--- src/rtl/aes128_decrypt_core.sv ---
// aes128_decrypt_core: iterative AES-128 inverse cipher.
// Each clock applies one transformation: AddRoundKey, InvMixColumns,
// InvShiftRows or InvSubBytes. Round keys come from an already expanded
// 1408-bit key bus (rk0 at the MSBs).
module aes128_decrypt_core (
  input  logic           clk,
  input  logic           rst,
  input  logic           start,
  input  logic [127:0]   data_in,
  input  logic [1407:0]  w_all,
  input  logic [3:0]     key_ready_index,
  output logic [127:0]   data_out,
  output logic           busy,
  output logic           done
);

  typedef enum logic [2:0] {
    S_IDLE     = 3'd0,
    S_WAITKEY  = 3'd1,
    S_ADDKEY   = 3'd2,
    S_INVMIX   = 3'd3,
    S_INVSHIFT = 3'd4,
    S_INVSUB   = 3'd5
  } fsm_t;

  localparam logic [0:255][7:0] INV_SBOX = {
    128'h52096ad53036a538bf40a39e81f3d7fb, 128'h7ce339829b2fff87348e4344c4dee9cb,
    128'h547b9432a6c2233dee4c950b42fac34e, 128'h082ea16628d924b2765ba2496d8bd125,
    128'h72f8f66486689816d4a45ccc5d65b692, 128'h6c704850fdedb9da5e154657a78d9d84,
    128'h90d8ab008cbcd30af7e45805b8b34506, 128'hd02c1e8fca3f0f02c1afbd0301138a6b,
    128'h3a9111414f67dcea97f2cfcef0b4e673, 128'h96ac7422e7ad3585e2f937e81c75df6e,
    128'h47f11a711d29c5896fb7620eaa18be1b, 128'hfc563e4bc6d279209adbc0fe78cd5af4,
    128'h1fdda8338807c731b11210592780ec5f, 128'h60517fa919b54a0d2de57a9f93c99cef,
    128'ha0e03b4dae2af5b0c8ebbb3c83539961, 128'h172b047eba77d626e169146355210c7d
  };

  fsm_t           fsm_q;
  fsm_t           fsm_d;
  logic [127:0]   state_reg;
  logic [3:0]     round;
  logic [10:0]    rk_base;
  logic [127:0]   round_key;
  logic [127:0]   add_rk;
  logic           key_ready;

  // Multiply by x in GF(2^8) modulo x^8+x^4+x^3+x+1.
  function automatic logic [7:0] xtime(input logic [7:0] a);
    return {a[6:0], 1'b0} ^ (a[7] ? 8'h1b : 8'h00);
  endfunction

  // Column mix with the inverse matrix {0e,0b,0d,09}, built from x2/x4/x8 terms.
  function automatic logic [127:0] inv_mix_columns(input logic [127:0] s);
    logic [127:0] o;
    logic [7:0]   a [4];
    logic [7:0]   m9 [4];
    logic [7:0]   mb [4];
    logic [7:0]   md [4];
    logic [7:0]   me [4];
    logic [7:0]   x2, x4, x8;
    o = '0;
    for (int c = 0; c < 4; c++) begin
      for (int r = 0; r < 4; r++) begin
        a[r]  = s[127-8*(4*c+r) -: 8];
        x2    = xtime(a[r]);
        x4    = xtime(x2);
        x8    = xtime(x4);
        m9[r] = x8 ^ a[r];
        mb[r] = x8 ^ x2 ^ a[r];
        md[r] = x8 ^ x4 ^ a[r];
        me[r] = x8 ^ x4 ^ x2;
      end
      o[127-32*c -: 8]  = me[0] ^ mb[1] ^ md[2] ^ m9[3];
      o[119-32*c -: 8]  = m9[0] ^ me[1] ^ mb[2] ^ md[3];
      o[111-32*c -: 8]  = md[0] ^ m9[1] ^ me[2] ^ mb[3];
      o[103-32*c -: 8]  = mb[0] ^ md[1] ^ m9[2] ^ me[3];
    end
    return o;
  endfunction

  // Row r of the column-major block rotated right by r byte positions.
  function automatic logic [127:0] inv_shift_rows(input logic [127:0] s);
    logic [127:0] o;
    o = '0;
    for (int c = 0; c < 4; c++) begin
      for (int r = 0; r < 4; r++) begin
        o[127-8*(4*c+r) -: 8] = s[127-8*(4*((c+4-r)%4)+r) -: 8];
      end
    end
    return o;
  endfunction

  // Inverse S-box lookup on every byte of the block.
  function automatic logic [127:0] inv_sub_bytes(input logic [127:0] s);
    logic [127:0] o;
    for (int i = 0; i < 16; i++) begin
      o[127-8*i -: 8] = INV_SBOX[s[127-8*i -: 8]];
    end
    return o;
  endfunction

  // Select rk[round] from the expanded key; round never exceeds 10.
  always_comb begin
    rk_base   = 11'd1407 - {round, 7'b0};
    round_key = w_all[rk_base -: 128];
    add_rk    = state_reg ^ round_key;
    key_ready = (key_ready_index >= 4'd11);
  end

  // FSM state register.
  always_ff @(posedge clk or negedge rst) begin
    if (!rst) fsm_q <= S_IDLE;
    else      fsm_q <= fsm_d;
  end

  // Next-state logic: ADD(10), then SHIFT/SUB/ADD/MIX per round, ending in ADD(0).
  always_comb begin
    fsm_d = fsm_q;
    case (fsm_q)
      S_IDLE:     if (start) fsm_d = S_WAITKEY;
      S_WAITKEY:  if (key_ready) fsm_d = S_ADDKEY;
      S_ADDKEY: begin
        if (round == 4'd10)     fsm_d = S_INVSHIFT;
        else if (round == 4'd0) fsm_d = S_IDLE;
        else                    fsm_d = S_INVMIX;
      end
      S_INVMIX:   fsm_d = S_INVSHIFT;
      S_INVSHIFT: fsm_d = S_INVSUB;
      S_INVSUB:   fsm_d = S_ADDKEY;
      default:    fsm_d = S_IDLE;
    endcase
  end

  // FSM outputs: busy everywhere except idle.
  always_comb begin
    busy = (fsm_q != S_IDLE);
  end

  // Working block, round counter, result register and one-cycle done pulse.
  always_ff @(posedge clk or negedge rst) begin
    if (!rst) begin
      state_reg <= '0;
      round     <= '0;
      data_out  <= '0;
      done      <= 1'b0;
    end else begin
      done <= 1'b0;
      case (fsm_q)
        S_IDLE: begin
          if (start) begin
            state_reg <= data_in;
            round     <= 4'd10;
          end
        end
        S_ADDKEY: begin
          state_reg <= add_rk;
          if (round == 4'd0) begin
            data_out <= add_rk;
            done     <= 1'b1;
          end
        end
        S_INVMIX:   state_reg <= inv_mix_columns(state_reg);
        S_INVSHIFT: state_reg <= inv_shift_rows(state_reg);
        S_INVSUB: begin
          state_reg <= inv_sub_bytes(state_reg);
          round     <= round - 4'd1;
        end
        default: ;
      endcase
    end
  end

endmodule

--- config.mk ---
export PLATFORM = sky130hd
export DESIGN_NAME = aes128_decrypt_core
export DESIGN_NICKNAME = d
export VERILOG_FILES = /design/src/rtl/aes128_decrypt_core.sv
export SDC_FILE = /design/constraint.sdc
export NUM_CORES = 2
export LEC_CHECK = 0
export BUFFER_PORTS_ARGS = -buffer_cell sky130_fd_sc_hd__buf_2
export CAP_MARGIN = 20
export CORE_AREA = 2 2 659 661
export CTS_CLUSTER_DIAMETER = 60
export DETAILED_ROUTE_END_ITERATION = 12
export DIE_AREA = 0 0 661 663
export MAX_ROUTING_LAYER = met4
export PLACE_DENSITY = 0.46
export SYNTH_ARGS = -nofsm -noshare
export SYNTH_HDL_FRONTEND = slang
export SYNTH_SLANG_ARGS = --single-unit
--- constraint.sdc ---
create_clock -name clk -period 5.38 [get_ports clk]
set_input_delay 1.076 -clock clk [delete_from_list [all_inputs] [get_ports clk]]
set_output_delay 1.076 -clock clk [all_outputs]
set_load 0.02 [all_outputs]
# After elaboration in Yosys (flattened, before gate mapping)
# Memories as Yosys holds them, arrays and structs flattened.
# Cells that the tools add are included.
dict set report totals {
  ff_bits 264
  latch_bits 0
  mem_bits_rw 0
  mem_bits_ro 32768
  inputBits 1543
  output_inout_bits 130
  n_memories 16
}
dict set report classes {
  add_sub_neg 2
  multipliers 0
  div 0
  order_cmp 17
  eq_ne 8
  shifts 1
  mux 91
  bitwise_logic 210
  n_reduce_logical 11
}
# memory words word_bits rd rd_ports_with_merged_regs wr line
set memory_table {}
lappend memory_table {{(no name shown)} 256 8 1 0 0 96} ;# o[127-8*i -: 8] = INV_SBOX[s[127-8*i -: 8]];
lappend memory_table {{(no name shown)} 256 8 1 0 0 96}
lappend memory_table {{(no name shown)} 256 8 1 0 0 96}
lappend memory_table {{(no name shown)} 256 8 1 0 0 96}
lappend memory_table {{(no name shown)} 256 8 1 0 0 96}
lappend memory_table {{(no name shown)} 256 8 1 0 0 96}
lappend memory_table {{10 more memories} n/a n/a n/a n/a n/a n/a}
# operator n
set ops {}
lappend ops {{$shiftx A1535 B12 Y128} 1}
lappend ops {{$xor A8 B8 Y8} 144}
lappend ops {{$pmux W128 S5} 1}
lappend ops {{$xor A8 B5 Y8} 48}
lappend ops {{$mux W8} 32}
lappend ops {{$mux W5} 48}
lappend ops {{$ge A9 B9 Y1 const B} 16}
lappend ops {{$not A8 Y9} 16}
lappend ops {{$mux W128} 1}
lappend ops {{$xor A128 B128 Y128} 1}
lappend ops {{$pmux W3 S6} 1}
lappend ops {{$sub A11 B11 Y11 const A} 1}
lappend ops {{$mux W3} 3}
lappend ops {{$pmux W4 S2} 1}
lappend ops {{$reduce_and A2 Y1} 4}
lappend ops {{$eq A3 B2 Y1 const B} 2}
lappend ops {{$eq A3 B3 Y1 const B} 2}
lappend ops {{$reduce_bool A5 Y1} 1}
lappend ops {{$eq A4 B4 Y1 const B} 1}
lappend ops {{$ge A4 B4 Y1 const B} 1}
lappend ops {{$logic_not A4 Y1} 1}
lappend ops {{$mux W4} 1}
lappend ops {{$ne A2 B2 Y1 const B} 2}
lappend ops {{$reduce_bool A4 Y1} 1}
lappend ops {{other kinds (9)} 10}

# Depth between registers and ports, before layout
dict set report logic_depth {
  depth_word 12
  mapped_depth 16
  mapped_depth_nobuf 9
}

# Worst setup path before layout
# No wires, ideal clock.
dict set report synth_path {
  path_kind {register -> register}
  start {reg state_reg[25]}
  end {reg state_reg[26]}
  setup_time_ns 0.082
  t_arrival_ns 3.415
  required_ns 5.298
  path_slack_ns 1.883
  stages_incl_launch_ff 14
  path_buffers 4
  cell_sequence {dfrtp_1 clkbuf_1 buf_1 inv_1 ha_1 clkbuf_1 or2_2 clkbuf_1 a21oi_1 or3_1 mux4_2 nand2_1 nand3_1 a31oi_1}
}
dict set report synth_between {
  elab_chain_cells 6
  elab_cells_between_ends 10
}
# element line
set synth_rtl {}
lappend synth_rtl {{start, declared} 39} ;# logic [127:0] state_reg;
lappend synth_rtl {{start signal, assigned} 150} ;# state_reg <= data_in;
lappend synth_rtl {{start signal, assigned} 155} ;# state_reg <= add_rk;
lappend synth_rtl {{start signal, assigned} 161} ;# S_INVMIX: state_reg <= inv_mix_columns(state_reg);
lappend synth_rtl {{parallel branches: the longest is 5 deep, another holds $mem_v2 Z256 W8} n/a}
lappend synth_rtl {{$pmux W128 S5 *} 147} ;# case (fsm_q)
# Every way passes the cells marked *. The select of a mux whose other input is x is not followed.
# A chain may end at the register's enable or synchronous reset.

# Worst setup path in the final report
dict set report layout_path {
  start {reg round[0]}
  end {reg state_reg[40]}
}
dict set report layout_between {
  elab_chain_cells 4
}
# element line
set layout_rtl {}
lappend layout_rtl {{start, declared} 40} ;# logic [3:0] round;
lappend layout_rtl {{start signal, assigned} 165} ;# round <= round - 4'd1;
lappend layout_rtl {{$sub A11 B11 Y11} 103} ;# rk_base = 11'd1407 - {round, 7'b0};
lappend layout_rtl {{$shiftx A1535 B12 Y128} 104} ;# round_key = w_all[rk_base -: 128];
lappend layout_rtl {{$xor A128 B128 Y128} 105} ;# add_rk = state_reg ^ round_key;
lappend layout_rtl {{$pmux W128 S5} 147}
# No other way between the ends.

==> out/metrics.cfg <==
[global_route]
grt_overflow=0
grt_first_pass_wirelength_mm=1150
grt_start_max_net_pins=145
first_global_vias=105000
groute.usage.overall=0.405
grt_antenna_before_repair=489

[route]
avgViaCountPerCell=5.89
remaining_drc_errors=0
firstDrtPassIters=9
dr_wl_cell_um=45.4
postRouteWirelength_mm=906
detailroute.via_count=118000
dr.first_iter.drc_count=19700
ant_nets=0

[critical_path]
crit_family=compound AO/OA/AOI/OAI gates
critical_path_required_ps=6110
critPathMaxStageDelay_ps=1040
path_max_fanout=40
cp_num_buf_inv=4
setup.worst_path.end_class=register
crit_top_cell=sky130_fd_sc_hd__buf_12
cp_cell_sequence=inv_1 -> ha_4 -> buf_12 -> buf_12 -> mux4_2 -> a32oi_1 -> buf_4 -> xnor2_1 -> nand2_1 -> a31oi_1
timing.critical_path.arrival_ps=5560
critPathKind=register to register
timing.critical_path.slowest_stage_cell=sky130_fd_sc_hd__a32oi_1
cp_launch_type=register

[synthesis]
synth_cells=11600
ys.flop_type=sky130_fd_sc_hd__dfrtp_1
synth_largest_area_cell=sky130_fd_sc_hd__mux4_2
share_of_the_synthesized_area_in_compound_gates_ao_oa_aoi_oai=0.342
synthXorXnorAreaFrac=0.105
synth.area.mux_share=0.147
netlist_area_before_placement_um2=84800
syn_nets=13400
synth.area.top_cells=sky130_fd_sc_hd__mux4_2, sky130_fd_sc_hd__dfrtp_1, sky130_fd_sc_hd__xnor2_1
post_synth.cell_area_avg_um2=7.34
synthSimpleGateAreaFrac=0.207
synth-edff-count=0
synth_cell_types=94
synth_fa_ha_area_frac=0.0435
synth_warnings=0
synth_seq_area_share=0.0779
synth_top_family_by_area=compound AO/OA/AOI/OAI gates
number_of_flip_flops_and_latches_in_the_synthesized_netlist=264
yosysTopAreaCellShare=0.100
synth-async-reset-ratio=1.00

[cts]
number_of_buffers_inserted_for_hold_repair_after_clock_tree_synthesis=0
cts_repair_resize_count=0
cts_setup_buffers=0
worst_skew_pair.late_latency_ps=810
tritoncts=done
tritoncts.num_buffers=51
h-tree-depth=2
clk_root_buf=sky130_fd_sc_hd__clkbuf_16
worst_setup_hold_path_clk_slew_ps=60
clock_sinks=264
clk_path_buf_depth=3

[timing]
unrepaired_setup_endpoints_after_global_routing=no
setup-violations-final=0
maxClockFrequency_ghz=0.207
max_slew_headroom=-0.0344
final-hold-violation-count=0
finalCritPeriodShare=0.898
layout_min_cycle_time_ps=4830
timing_worst_slew_pin_value_ps=1550
timing.setup.tns_ps=0
slew_limit_fails=1
timing.clock.skew_ps=67.4

[floorplanning]
die_width_um=661
fp.dieArea_um2=438000
fp-row-count=242
die_h_um=663
core-area_um2=432000
initial_utilization=0.196
pin_count=1673

[finish]
layout-drive-gt1-share=0.252
area_delta_synth_final_pct=24.8
post-route-cell-area_um2=106000
filler_cell_count=49100
nNetsFinal=14300

[outcome]
outcome=finished with violations
violations_in_the_final_reports=max-slew violations

[placed_design]
dpl.hpwl_mm=737
placed_area_um2=99600
routabilityCongestion=1.09
numPortBuffers=1672

[min_path]
worst_min_delay_path_class=input port to asynchronous set/reset pin

[run]
cap_violations=0

-- worst paths after layout --
path | slack (ps) | startpoint | end | cells past startpoint
min in group clk | 490 | data_out[45] | data_out[45] | 2
max in group asynchronous | 3740 | rst | state_reg[26] | 2
hold / removal | 250 | rst | done | 1
setup / recovery | 550 | round[0] | state_reg[40] | 10
setup reg to reg | 550 | round[0] | state_reg[40] | 10
hold reg to reg | 490 | data_out[45] | data_out[45] | 2
-- cell usage in the layout, fill, tap and decap left out, drive strengths merged, types with 96 or more instances in the layout --
cell / synthesis / routed
inv: 128 / 132
o21ai: 815 / 815
o311ai: 211 / 211
dfrtp: 264 / 264
ha: 295 / 295
nand2: 975 / 975
o211ai: 333 / 333
nor2b: 300 / 300
or2: 96 / 96
a211oi: 217 / 217
or3: 96 / 96
a311oi: 183 / 183
buf: 662 / 2252
mux4: 378 / 378
nor3: 361 / 361
nor2: 630 / 630
a21oi: 825 / 825
o31ai: 196 / 196
diode: 0 / 1743
xnor2: 753 / 753
a32oi: 148 / 148
a221oi: 172 / 172
a31oi: 273 / 273
nand3: 324 / 324
and2: 96 / 96
mux2i: 217 / 217
xor2: 144 / 144
mux2: 156 / 156
nand2b: 418 / 418
-- metrics by stage --
stage	hold WS (ps)	setup WS (ps)	cells	util
after floorplan	589	1880	11600	-
after global placement	461	692	18100	0.230
after detailed placement	470	675	18100	0.231
after CTS	232	706	18200	0.235
after global routing	281	485	19900	0.244
final	248	548	20000	0.245
-- layout make-up --
cell class	instances	area [um2]	share of cell area
Antenna cell	1743	4360	0.0412
Clock buffer	64	1380	0.0130
Clock inverter	31	440	0.00416
Inverter	154	588	0.00556
Multi-Input combinational cell	9735	71800	0.678
Sequential cell	264	6750	0.0638
Tap cell	5734	7170	0.0678
Timing Repair Buffer	2252	13400	0.126
-- metal layers --
metal | routed length, um | GRT usage | vias up
met5 | 0 | - | -
met4 | 98600 | 0.353 | 0
met3 | 102000 | 0.120 | 2028
met2 | 381000 | 0.579 | 8883
met1 | 325000 | 0.457 | 59000
li1 | - | - | 47800
-- synthesized netlist by cell type (all sizes together), types with 41 or more instances --
cell,n
nand2b,418
and3,83
nand3,324
a211oi,217
a211o,65
inv,128
o221ai,69
mux2i,217
nor3b,41
mux2,156
buf,662
a221o,46
a21oi,825
xor2,144
o211ai,333
clkbuf,741
or2,96
nor2,630
o311ai,211
a221oi,172
a32oi,148
o31ai,196
nand2,975
nor3,361
o2111ai,47
o22ai,48
a21o,69
dfrtp,264
a31oi,273
nor2b,300
o21a,49
xnor2,753
a311oi,183
and2,96
ha,295
o21ai,815
a311o,65
mux4,378
or3,96
-- worst reg2reg max path: stages (launching register included) --
cell and delay, ps:
sky130_fd_sc_hd__dfrtp_4 630, sky130_fd_sc_hd__inv_1 150, sky130_fd_sc_hd__ha_4 560, sky130_fd_sc_hd__buf_12 380, sky130_fd_sc_hd__buf_12 460, sky130_fd_sc_hd__mux4_2 560
sky130_fd_sc_hd__a32oi_1 1050, sky130_fd_sc_hd__buf_4 310, sky130_fd_sc_hd__xnor2_1 300, sky130_fd_sc_hd__nand2_1 190, sky130_fd_sc_hd__a31oi_1 210
-- cells by family (layout without fill, tap and decap cells) --
group / after synthesis / after routing
AO/OA/AOI/OAI: 4203 / 4203
XOR/XNOR: 935 / 935
adder cells (fa/ha/maj): 295 / 295
buffers and inverters: 1557 / 2501
flip-flops: 264 / 264
multiplexers: 751 / 751
other: 0 / 1743
AND/OR/NAND/NOR: 3551 / 3551
Power is left out: the tool's default activity adds up to more than one toggle a clock period on the data nets, which glitch-free logic cannot reach.
